**src/rtl/jump_bundle_ras_pkg.sv**
```systemverilog
// Shared definitions for the bundle jump predictor: decoder jumpType codes,
// redirect kinds and the RAS checkpoint layout for the default 16-entry stack.
package jump_bundle_ras_pkg;

    localparam logic [4:0] JT_UNCOND = 5'b10000;
    localparam logic [4:0] JT_INDIR  = 5'b10001;
    localparam logic [4:0] JT_SYS    = 5'b11001;

    typedef enum logic [1:0] {
        KIND_NONE   = 2'd0,
        KIND_DIRECT = 2'd1,
        KIND_RET    = 2'd2,
        KIND_INDIR  = 2'd3
    } kind_e;

    localparam int unsigned RAS_DEPTH = 16;
    localparam int unsigned RAS_PTR_W = $clog2(RAS_DEPTH);
    localparam int unsigned RAS_CNT_W = RAS_PTR_W + 1;

    typedef struct packed {
        logic [RAS_PTR_W-1:0] ptr;
        logic [RAS_CNT_W-1:0] cnt;
    } ras_ckpt_t;

endpackage

```
**src/rtl/jump_bundle_ras_ras_stack.sv**
```systemverilog
// Circular return-address stack: ptr addresses the current top entry,
// cnt saturates at DEPTH so overflow silently overwrites the oldest entry.
module ras_stack #(
    parameter int unsigned DEPTH    = 16,
    parameter int unsigned IP_WIDTH = 48,
    parameter int unsigned PTR_W    = $clog2(DEPTH),
    parameter int unsigned CNT_W    = $clog2(DEPTH) + 1
) (
    input  logic                clk,
    input  logic                rst,
    input  logic                push,
    input  logic                pop,
    input  logic [IP_WIDTH-1:0] push_addr,
    input  logic                restore,
    input  logic [PTR_W-1:0]    restore_ptr,
    input  logic [CNT_W-1:0]    restore_cnt,
    output logic [IP_WIDTH-1:0] top,
    output logic [CNT_W-1:0]    cnt,
    output logic [PTR_W-1:0]    nxt_ptr,
    output logic [CNT_W-1:0]    nxt_cnt
);

    localparam logic [CNT_W-1:0] FULL = CNT_W'(DEPTH);

    logic [IP_WIDTH-1:0] mem [DEPTH];
    logic [PTR_W-1:0]    ptr;

    assign top = mem[ptr];

    always_comb begin
        nxt_ptr = ptr;
        nxt_cnt = cnt;
        if (restore) begin
            nxt_ptr = restore_ptr;
            nxt_cnt = (restore_cnt > FULL) ? FULL : restore_cnt;
        end else if (push) begin
            nxt_ptr = ptr + PTR_W'(1);
            nxt_cnt = (cnt == FULL) ? FULL : cnt + CNT_W'(1);
        end else if (pop && cnt != '0) begin
            nxt_ptr = ptr - PTR_W'(1);
            nxt_cnt = cnt - CNT_W'(1);
        end
    end

    always_ff @(posedge clk or posedge rst) begin
        if (rst) begin
            ptr <= '0;
            cnt <= '0;
        end else begin
            ptr <= nxt_ptr;
            cnt <= nxt_cnt;
        end
    end

    // Entry storage carries no reset; it is only meaningful below cnt.
    always_ff @(posedge clk) begin
        if (push && !restore) begin
            mem[nxt_ptr] <= push_addr;
        end
    end

endmodule

```
**src/rtl/jump_bundle_ras.sv**
```systemverilog
// Bundle-level jump predictor: picks the first redirecting lane, computes its
// target, applies at most one RAS operation and registers the result.
module jump_bundle_ras
    import jump_bundle_ras_pkg::*;
#(
    parameter int unsigned LANES    = 4,
    parameter int unsigned IP_WIDTH = 48,
    parameter int unsigned DEPTH    = RAS_DEPTH,
    parameter int unsigned CNT_W    = $clog2(DEPTH) + 1
) (
    input  logic                         clk,
    input  logic                         rst,
    input  logic                         in_valid,
    output logic                         in_ready,
    input  logic [LANES-1:0]             in_slot_valid,
    input  logic [LANES-1:0]             in_isJump,
    input  logic [LANES*5-1:0]           in_jumpType,
    input  logic [LANES-1:0]             in_push,
    input  logic [LANES-1:0]             in_pop,
    input  logic [LANES*65-1:0]          in_constant,
    input  logic [LANES*IP_WIDTH-1:0]    in_ip,
    input  logic [LANES*IP_WIDTH-1:0]    in_next_ip,
    output logic                         out_valid,
    input  logic                         out_ready,
    output logic                         out_taken,
    output logic [$clog2(LANES)-1:0]     out_slot,
    output logic [1:0]                   out_kind,
    output logic [IP_WIDTH-1:0]          out_target,
    output logic                         out_ret_miss,
    output logic [$clog2(DEPTH)-1:0]     out_ras_ptr,
    output logic [CNT_W-1:0]             out_ras_cnt,
    input  logic                         flush,
    input  logic [$clog2(DEPTH)-1:0]     flush_ptr,
    input  logic [CNT_W-1:0]             flush_cnt
);

    localparam int unsigned SLOT_W = $clog2(LANES);
    localparam int unsigned PTR_W  = $clog2(DEPTH);

    logic                accept;
    logic                found;
    logic [SLOT_W-1:0]   win_slot;
    logic [4:0]          win_type;
    logic                win_push;
    logic                win_pop;
    logic [IP_WIDTH-1:0] win_const;
    logic [IP_WIDTH-1:0] win_ip;
    logic [IP_WIDTH-1:0] win_next;
    kind_e               kind;
    logic [IP_WIDTH-1:0] target;
    logic                ret_miss;
    logic                do_push;
    logic                do_pop;
    logic [IP_WIDTH-1:0] ras_top;
    logic [CNT_W-1:0]    ras_cnt;
    logic [PTR_W-1:0]    ras_nxt_ptr;
    logic [CNT_W-1:0]    ras_nxt_cnt;
    kind_e               kind_q;

    assign in_ready = ~flush & (~out_valid | out_ready);
    assign accept   = in_valid & in_ready;
    assign out_kind = kind_q;

    always_comb begin
        found     = 1'b0;
        win_slot  = '0;
        win_type  = '0;
        win_push  = 1'b0;
        win_pop   = 1'b0;
        win_const = '0;
        win_ip    = '0;
        win_next  = '0;
        for (int unsigned i = 0; i < LANES; i++) begin
            if (!found && in_slot_valid[i] && in_isJump[i] && in_jumpType[i*5+4]) begin
                found     = 1'b1;
                win_slot  = SLOT_W'(i);
                win_type  = in_jumpType[i*5 +: 5];
                win_push  = in_push[i];
                win_pop   = in_pop[i];
                win_const = in_constant[i*65 +: IP_WIDTH];
                win_ip    = in_ip[i*IP_WIDTH +: IP_WIDTH];
                win_next  = in_next_ip[i*IP_WIDTH +: IP_WIDTH];
            end
        end
    end

    // Constant bits above the IP width never reach the target.
    generate
        if (IP_WIDTH < 65) begin : g_unused_const
            logic unused_const;
            always_comb begin
                unused_const = 1'b0;
                for (int unsigned i = 0; i < LANES; i++) begin
                    unused_const = unused_const ^ (^in_constant[i*65+IP_WIDTH +: 65-IP_WIDTH]);
                end
            end
        end
    endgenerate

    always_comb begin
        kind     = KIND_NONE;
        target   = '0;
        ret_miss = 1'b0;
        do_push  = 1'b0;
        do_pop   = 1'b0;
        if (found) begin
            case (win_type)
                JT_SYS: begin
                    kind   = KIND_DIRECT;
                    target = win_const;
                end
                JT_UNCOND: begin
                    kind    = KIND_DIRECT;
                    target  = win_ip + win_const;
                    do_push = win_push;
                end
                JT_INDIR: begin
                    if (win_pop) begin
                        kind = KIND_RET;
                        if (ras_cnt == '0) begin
                            ret_miss = 1'b1;
                        end else begin
                            target = ras_top;
                            do_pop = 1'b1;
                        end
                    end else begin
                        kind = KIND_INDIR;
                    end
                end
                default: kind = KIND_INDIR;
            endcase
        end
    end

    ras_stack #(
        .DEPTH    (DEPTH),
        .IP_WIDTH (IP_WIDTH),
        .PTR_W    (PTR_W),
        .CNT_W    (CNT_W)
    ) u_ras (
        .clk         (clk),
        .rst         (rst),
        .push        (accept & do_push),
        .pop         (accept & do_pop),
        .push_addr   (win_next),
        .restore     (flush),
        .restore_ptr (flush_ptr),
        .restore_cnt (flush_cnt),
        .top         (ras_top),
        .cnt         (ras_cnt),
        .nxt_ptr     (ras_nxt_ptr),
        .nxt_cnt     (ras_nxt_cnt)
    );

    // in_ready already excludes flush, so flush and accept never coincide.
    always_ff @(posedge clk or posedge rst) begin
        if (rst) begin
            out_valid    <= 1'b0;
            out_taken    <= 1'b0;
            out_slot     <= '0;
            kind_q       <= KIND_NONE;
            out_target   <= '0;
            out_ret_miss <= 1'b0;
            out_ras_ptr  <= '0;
            out_ras_cnt  <= '0;
        end else if (flush) begin
            out_valid <= 1'b0;
        end else if (accept) begin
            out_valid    <= 1'b1;
            out_taken    <= found;
            out_slot     <= win_slot;
            kind_q       <= kind;
            out_target   <= target;
            out_ret_miss <= ret_miss;
            out_ras_ptr  <= ras_nxt_ptr;
            out_ras_cnt  <= ras_nxt_cnt;
        end else if (out_ready) begin
            out_valid <= 1'b0;
        end
    end

endmodule

```
**config.mk**
```make
export PLATFORM = sky130hd
export DESIGN_NAME = jump_bundle_ras
export DESIGN_NICKNAME = d
export VERILOG_FILES = /design/src/rtl/jump_bundle_ras_pkg.sv /design/src/rtl/jump_bundle_ras_ras_stack.sv /design/src/rtl/jump_bundle_ras.sv
export SDC_FILE = /design/constraint.sdc
export NUM_CORES = 1
export LEC_CHECK = 0
export CAP_MARGIN = 20
export CORE_MARGIN = 2
export CORE_UTILIZATION = 30
export CTS_CLUSTER_DIAMETER = 50
export DETAILED_ROUTE_END_ITERATION = 12
export PLACE_DENSITY = 0.51
export SLEW_MARGIN = 20
export SYNTH_ARGS = -nofsm -noshare
export SYNTH_HDL_FRONTEND = slang
export SYNTH_SLANG_ARGS = --single-unit
```
**constraint.sdc**
```tcl
create_clock -name clk -period 5.8 [get_ports clk]
set_clock_uncertainty 0.2 [all_clocks]
set_input_delay 1.16 -clock clk [delete_from_list [all_inputs] [get_ports clk]]
set_output_delay 1.16 -clock clk [all_outputs]
set_load 0.01 [all_outputs]
```
==> results of run 1 <==
synthesized netlist by cell type (all sizes together), types with 17 or more instances:
cell type / n
a21o: 25
a22oi: 313
dfrtp: 73
edfxtp: 768
inv: 22
o21ai: 254
nor3: 28
clkbuf: 128
xnor2: 26
nor2: 55
mux2i: 39
a22o: 17
nand2: 106
nand3: 22
ha: 51
a221oi: 35
mux4: 202
a21oi: 85
buf: 56
metal layers:
layer | global-route usage | up-vias
met4 | 0.0545 | 0
li1 | - | 12556
met2 | 0.358 | 894
met3 | 0.0300 | 150
met5 | 0 | -
met1 | 0.275 | 14292
registers in the layout (all words and copies together) (netlist names):
| name | cells |
|---|---|
| u_ras.mem | 768 |
| out_target | 48 |
| out_ras_cnt | 5 |
| u_ras.cnt | 5 |
| out_ras_ptr | 4 |
| u_ras.ptr | 4 |
| out_kind | 2 |
| out_slot | 2 |
| out_ret_miss | 1 |
| out_taken | 1 |
| out_valid | 1 |
placed cells by master (no fill, tap or decap), types with 25 or more instances in the layout:
cell	netlist	layout
o21ai_1	3	37
o21ai_0	251	204
buf_4	2	350
clkdlybuf4s50_1	0	690
clkbuf_16	0	103
a21oi_1	84	84
mux4_2	202	202
dfrtp_1	73	69
ha_1	51	51
xnor2_1	26	26
mux2i_1	39	39
buf_12	0	69
a21o_1	25	25
nand2_1	106	106
a221oi_1	35	35
nor2_1	54	52
edfxtp_1	768	768
a22oi_1	313	313
final cells by class:
type	instances	share of cell area
clock buffer	115	0.0479
sequential	841	0.455
inverter	22	0.00158
multi-input combinational	1471	0.243
tap	1742	0.0398
timing repair buffer	1109	0.199
antenna	6	0.000274
clock inverter	70	0.0133
how the worst min path moves through the flow:
stage / from / to / slack (ns) / depth (start not counted)
global placement: out_slot[1]$_DFFE_PP0P_ / out_slot[1]$_DFFE_PP0P_ / 0.26 / 2
detailed placement: out_slot[0]$_DFFE_PP0P_ / out_slot[0]$_DFFE_PP0P_ / 0.26 / 2
global route: out_slot[0]$_DFFE_PP0P_ / out_slot[0]$_DFFE_PP0P_ / 0.29 / 2
finish: out_slot[0]$_DFFE_PP0P_ / out_slot[0]$_DFFE_PP0P_ / 0.27 / 2
CTS: out_slot[0]$_DFFE_PP0P_ / out_slot[0]$_DFFE_PP0P_ / 0.28 / 2
floorplan: out_slot[1]$_DFFE_PP0P_ / out_slot[1]$_DFFE_PP0P_ / 0.31 / 2
cells by family after synthesis:
logic type | synth area share
AO/OA/AOI/OAI | 0.144
XOR/XNOR | 0.00947
adder cells (fa/ha/maj) | 0.0169
buffers and inverters | 0.0214
flip-flops | 0.641
multiplexers | 0.132
AND/OR/NAND/NOR | 0.0354
power breakdown:
| part | internal [mW] | leakage [nW] | switching, mW |
|---|---|---|---|
| Sequential | 6.70 | 8.02 | 0.0503 |
| Clock | 3.69 | 1.62 | 2.60 |
| Combinational | 1.09 | 9.12 | 1.09 |
worst min-delay path: stages, from the launching register on:
cell     delay [ns]
dfrtp_1        0.34
nand2_1        0.05
o31ai_1        0.05
per-stage QoR:
stage                     TNS, ns  setup WS (ns)  hold slack (ns)  instances  area (um^2)
after detailed placement    -3.41         -0.320            0.265       5185        51300
after floorplan           -947.38          -1.34            0.311       2518        38800
after global placement      -3.64         -0.316            0.259       5184        51300
after CTS                       0          0.395            0.279       5370        54700
final                           0          0.395            0.274       5376        54700
after global routing            0          0.134            0.292       5373        54700
==> flow_summary.toml, run 1 <==
[outcome]
status = "complete, no violations"

[yosys]
synth_top_area_cell = "edfxtp_1"
synthDominantCellAreaShare = 0.594
postSynth.asyncResetShare = 0.0868
synth.net_count = 3264
synth.distinct_cells = 82
synth_flop_cell = "edfxtp_1"
syn_area_um2 = 38800
syn_avg_cell_area_um2 = 15.4
ys_top_cells_by_area = "edfxtp_1 (59%), mux4_2 (12%), a22oi_1 (6.0%), dfrtp_1 (4.7%), o21ai_0 (3.2%)"
seq_area_frac_synth = 0.641
ys_seq_elements = 841
synth_edf_count = 768
synth-warning-count = 0
synth_cells = 2518

[placed_design]
hpwl_um = 105000
io_buffers = 690
gp_congestion = 0.866

[critical_path]
r2r-start = "u_ras.ptr[1]$_DFF_PP0_"
cp_top_family = "compound AO/OA/AOI/OAI gates"
reg2reg_to = "u_ras.mem[1][18]$_DFFE_PP_"
cp.arrival_ns = 5.74
endpoint_kind = "flip-flop"
r2r_setup_slack_ns = 1.76
critPathRequiredTime_ns = 6.14
crit_chain = "clkdlybuf4s50_1, and3_4, buf_4, buf_12, a22oi_1, o21ai_0, ha_1, fa_1, a211oi_1, nor2_1, o31ai_1, buf_4, a31oi_1, o22a_1, a31o_2, a211oi_1, buf_4, xor2_1, o21ai_0"
worst-path-max-fanout = 17
cp_num_buf_inv = 5
reg2reg_depth = 10
crit_end = "out_target[40]$_DFFE_PP0P_"
crit_type = "in -> reg"
crit_path_start_kind = "input pin"
timing.critical_path.slowest_cell_delay_ns = 0.49
critical_path_depth = 19
critPathLaunch = "in_isJump[0]"
cpMaxStageDelayCell = "clkdlybuf4s50_1"
cp_common_cell = "buf_4"

[cts]
holdBufCountCts = 0
clkTransAtPathRegs_ns = 0.06
htree_levels = 3
post_cts_resize_count = 0
post_cts.repair.setup_buffers = 0
cts_root_buf = "clkbuf_16"
cts_buffers = 100
clock_latency_ns = 0.69
cts_tree = "built"
cts.sinks = 841
ctsLongestPathBuffers = 3

[pwr]
p_leak_nw = 18.8
vdd_drop_max_uv = 220
p_total_mw = 15.2
p_per_area_nw_per_um2 = 278

[global_route]
grt-ovfl-total = 0
grt_pass1_wl_um = 200000
grt_usage = 0.208
grt_max_degree = 81
antenna_found_initial = 6
grt_pass1_vias = 28128

[timing]
maxSlewViolCount = 0
finalHoldViolations = 0
min_period_ns = 5.40
slew_headroom = 0.288
report.final.setup_viol = 0
period_share = 0.932
max_slew.worst_pin.slew_ns = 1.06
rsz0062_at_grt = "false"
fmax_mhz = 185

[route]
drcViolationCount = 0
drtPass1Iterations = 5
viasPerCell = 5.19
drt-met1-wl_um = 60400
ant_nets = 0
highest_layer = "met4"
via_count = 27892
wl_met2_um = 70900
drt_iter0_drc = 2378
wl_met3_um = 7660
wl_per_cell_um = 26.4
wl_um = 142000

[cells_and_area]
seq_area_um2 = 24900
area_delta_synth_final_pct = 40.9
nets = 4291
layout-drive-gt1-share = 0.233
fin_util = 0.424
multi_input_area_um2 = 13300
num-fill-cells = 11727

[run]
maxCapViolations = 0

[floorplanning]
start_util = 0.301
dieArea_um2 = 132000
ios = 759
die_w_um = 364
coreArea_um2 = 129000
die_h_um = 364
fp-row-count = 132

[worst_hold_path]
min_path_type = "reg -> reg"
Power figures use the tool's default switching activity.
==> inputs of run 2 (changes only) <==
--- a/config.mk
+++ b/config.mk
@@ -6,11 +6,13 @@
 export NUM_CORES = 1
 export LEC_CHECK = 0
 export CAP_MARGIN = 20
+export CELL_PAD_IN_SITES_DETAIL_PLACEMENT = 1
+export CELL_PAD_IN_SITES_GLOBAL_PLACEMENT = 1
 export CORE_MARGIN = 2
 export CORE_UTILIZATION = 30
 export CTS_CLUSTER_DIAMETER = 50
 export DETAILED_ROUTE_END_ITERATION = 12
-export PLACE_DENSITY = 0.51
+export PLACE_DENSITY = 0.6
 export SLEW_MARGIN = 20
 export SYNTH_ARGS = -nofsm -noshare
 export SYNTH_HDL_FRONTEND = slang
==> run 2 against run 1 <==
Effect of this change: non-clock buffer count grew 11; core utilization increased by 0.12 points; critical endpoint is now out_target[47]$_DFFE_PP0P_; hold slack improved by 0.0068 ns; register-to-register slack better by 0.03 ns; via count up 0.70%; routed wire length rose by 3.5%; maximum frequency about the same.
==> flow_summary.toml, run 2 (same netlist as run 1, synthesis figures left out) <==
[critical_path]
r2r_setup_slack_ns = 1.79
reg2reg_to = "u_ras.mem[5][42]$_DFFE_PP_"
cp_common_cell = "o21ai_0"
worst-path-max-fanout = 9
cp.arrival_ns = 5.76
critPathRequiredTime_ns = 6.15
cpMaxStageDelayCell = "o21ai_0"
crit_chain = "clkdlybuf4s50_1, and3_4, nor2_4, buf_12, a22oi_1, o21ai_0, ha_1, o21ai_0, nor4_1, buf_4, o31ai_1, buf_4, a31o_2, o31a_1, o22a_1, o21ai_1, and4_1, o21ai_0"
reg2reg_depth = 14
crit_path_start_kind = "input pin"
cp_top_family = "compound AO/OA/AOI/OAI gates"
r2r-start = "u_ras.cnt[0]$_DFF_PP0_"
endpoint_kind = "flip-flop"
crit_type = "in -> reg"
cp_num_buf_inv = 4
timing.critical_path.slowest_cell_delay_ns = 0.53

[global_route]
grt-ovfl-total = 0
grt_pass1_vias = 29622
grt_usage = 0.217
grt_pass1_wl_um = 208000
grt_max_degree = 74
antenna_found_initial = 9

[cts]
post_cts.repair.setup_buffers = 0
post_cts_resize_count = 0
ctsLongestPathBuffers = 3
cts_buffers = 102
htree_levels = 3
cts_tree = "built"
clkTransAtPathRegs_ns = 0.06
cts.sinks = 841
holdBufCountCts = 0
cts_root_buf = "clkbuf_16"
clock_latency_ns = 0.68

[floorplanning]
dieArea_um2 = 132000
coreArea_um2 = 129000
ios = 759
die_h_um = 364
die_w_um = 364
fp-row-count = 132
start_util = 0.301

[worst_hold_path]
min_path_type = "reg -> reg"
whs_path_depth = 2
min_from = "out_target[1]$_DFFE_PP0P_"
holdPathEnd = "out_target[1]$_DFFE_PP0P_"

[cells_and_area]
final_common_cell = "edfxtp_1"
seq_area_um2 = 24900
area_delta_synth_final_pct = 41.3
top_register = "u_ras.mem"
num-fill-cells = 12998
layout_common_cells = "edfxtp_1 (768), clkdlybuf4s50_1 (690), buf_4 (358)"
finalNonFillerCells = 5392
layout-drive-gt1-share = 0.238
multi_input_area_um2 = 13300
nets = 4304
largestRegisters = "u_ras.mem: 768 flops, out_target: 48 flops"
largest_reg_flops = 768

[timing]
finalHoldViolations = 0
fin_ws_ns = 0.392
min_period_ns = 5.41
hold_ws_ns = 0.281
period_share = 0.932
rsz0062_at_grt = "false"
report.final.setup_viol = 0
max_slew.worst_pin.slew_ns = 1.07
fmax_mhz = 185
maxSlewViolCount = 0
slew_headroom = 0.281

[pwr]
p_total_mw = 15.3
p_per_area_nw_per_um2 = 279
vdd_drop_max_uv = 276
p_leak_nw = 18.9

[route]
wl_um = 147000
wl_per_cell_um = 27.3
drt_iter0_drc = 2267
drtPass1Iterations = 6
via_count = 28087
viasPerCell = 5.21
drcViolationCount = 0
ant_nets = 0

[outcome]
status = "complete, no violations"

[placed_design]
place_ws_ns = -0.342
gp_congestion = 0.885
hpwl_um = 109000
io_buffers = 690
dpl.cell_count = 5196

[run]
maxCapViolations = 0
## run 2: metrics by stage
step	utilization	area, um^2	TNS (ns)
6_report	0.425	54900	0
5_1_grt	0.425	54900	0
2_1_floorplan	-	38800	-947.38
3_3_place_gp	0.399	51400	-3.10
3_5_place_dp	0.399	51400	-3.00
4_1_cts	0.425	54800	0
## run 2: cell type report
cell class | instances | area share
antenna | 5 | 0.000228
clock buffer | 121 | 0.0490
clock inverter | 70 | 0.0124
inverter | 22 | 0.00160
multi-input combinational | 1471 | 0.242
sequential | 841 | 0.454
tap | 1742 | 0.0397
timing repair buffer | 1120 | 0.201
## run 2: where the power goes
| part | leakage, nW | internal [mW] | total (mW) | switching, mW |
|---|---|---|---|---|
| clock | 1.63 | 3.71 | 6.32 | 2.61 |
| sequential | 8.02 | 6.70 | 6.75 | 0.0533 |
| combinational | 9.21 | 1.12 | 2.23 | 1.11 |
| total | 18.9 | 11.5 | 15.3 | 3.77 |
## run 2: worst reg2reg max path, cell delays in order, from the launching register on
cell,delay [ns]
dfrtp_1,0.45
inv_1,0.09
ha_1,0.18
nor3b_1,0.40
nor2b_1,0.34
a211o_1,0.16
and4bb_1,0.25
a2111o_1,0.44
nand2_1,0.10
buf_4,0.12
nand3_1,0.09
buf_4,0.18
nor3_2,0.28
buf_4,0.28
buf_12,0.15
## run 2: per-layer routing
metal | wire (um) | up-vias | GRT usage | share of wire
met5 | 0 | - | 0 | 0
met4 | 3600 | 0 | 0.0636 | 0.024
met3 | 7490 | 157 | 0.0303 | 0.051
met2 | 74600 | 793 | 0.379 | 0.51
met1 | 61400 | 14551 | 0.279 | 0.42
li1 | - | 12586 | - | -
## run 2: how the worst max path moves through the flow
| stage | start | to | slack, ns | depth (start not counted) |
|---|---|---|---|---|
| final | in_jumpType[9] | out_target[47]$_DFFE_PP0P_ | 0.39 | 18 |
| after global routing | in_jumpType[9] | out_target[42]$_DFFE_PP0P_ | 0.09 | 17 |
| after CTS | in_jumpType[14] | out_target[45]$_DFFE_PP0P_ | 0.38 | 19 |
| after detailed placement | in_jumpType[14] | out_target[45]$_DFFE_PP0P_ | -0.34 | 19 |
| after global placement | in_jumpType[14] | out_target[45]$_DFFE_PP0P_ | -0.37 | 19 |
| after floorplan | in_jumpType[9] | u_ras.mem[13][0]$_DFFE_PP_ | -1.34 | 11 |
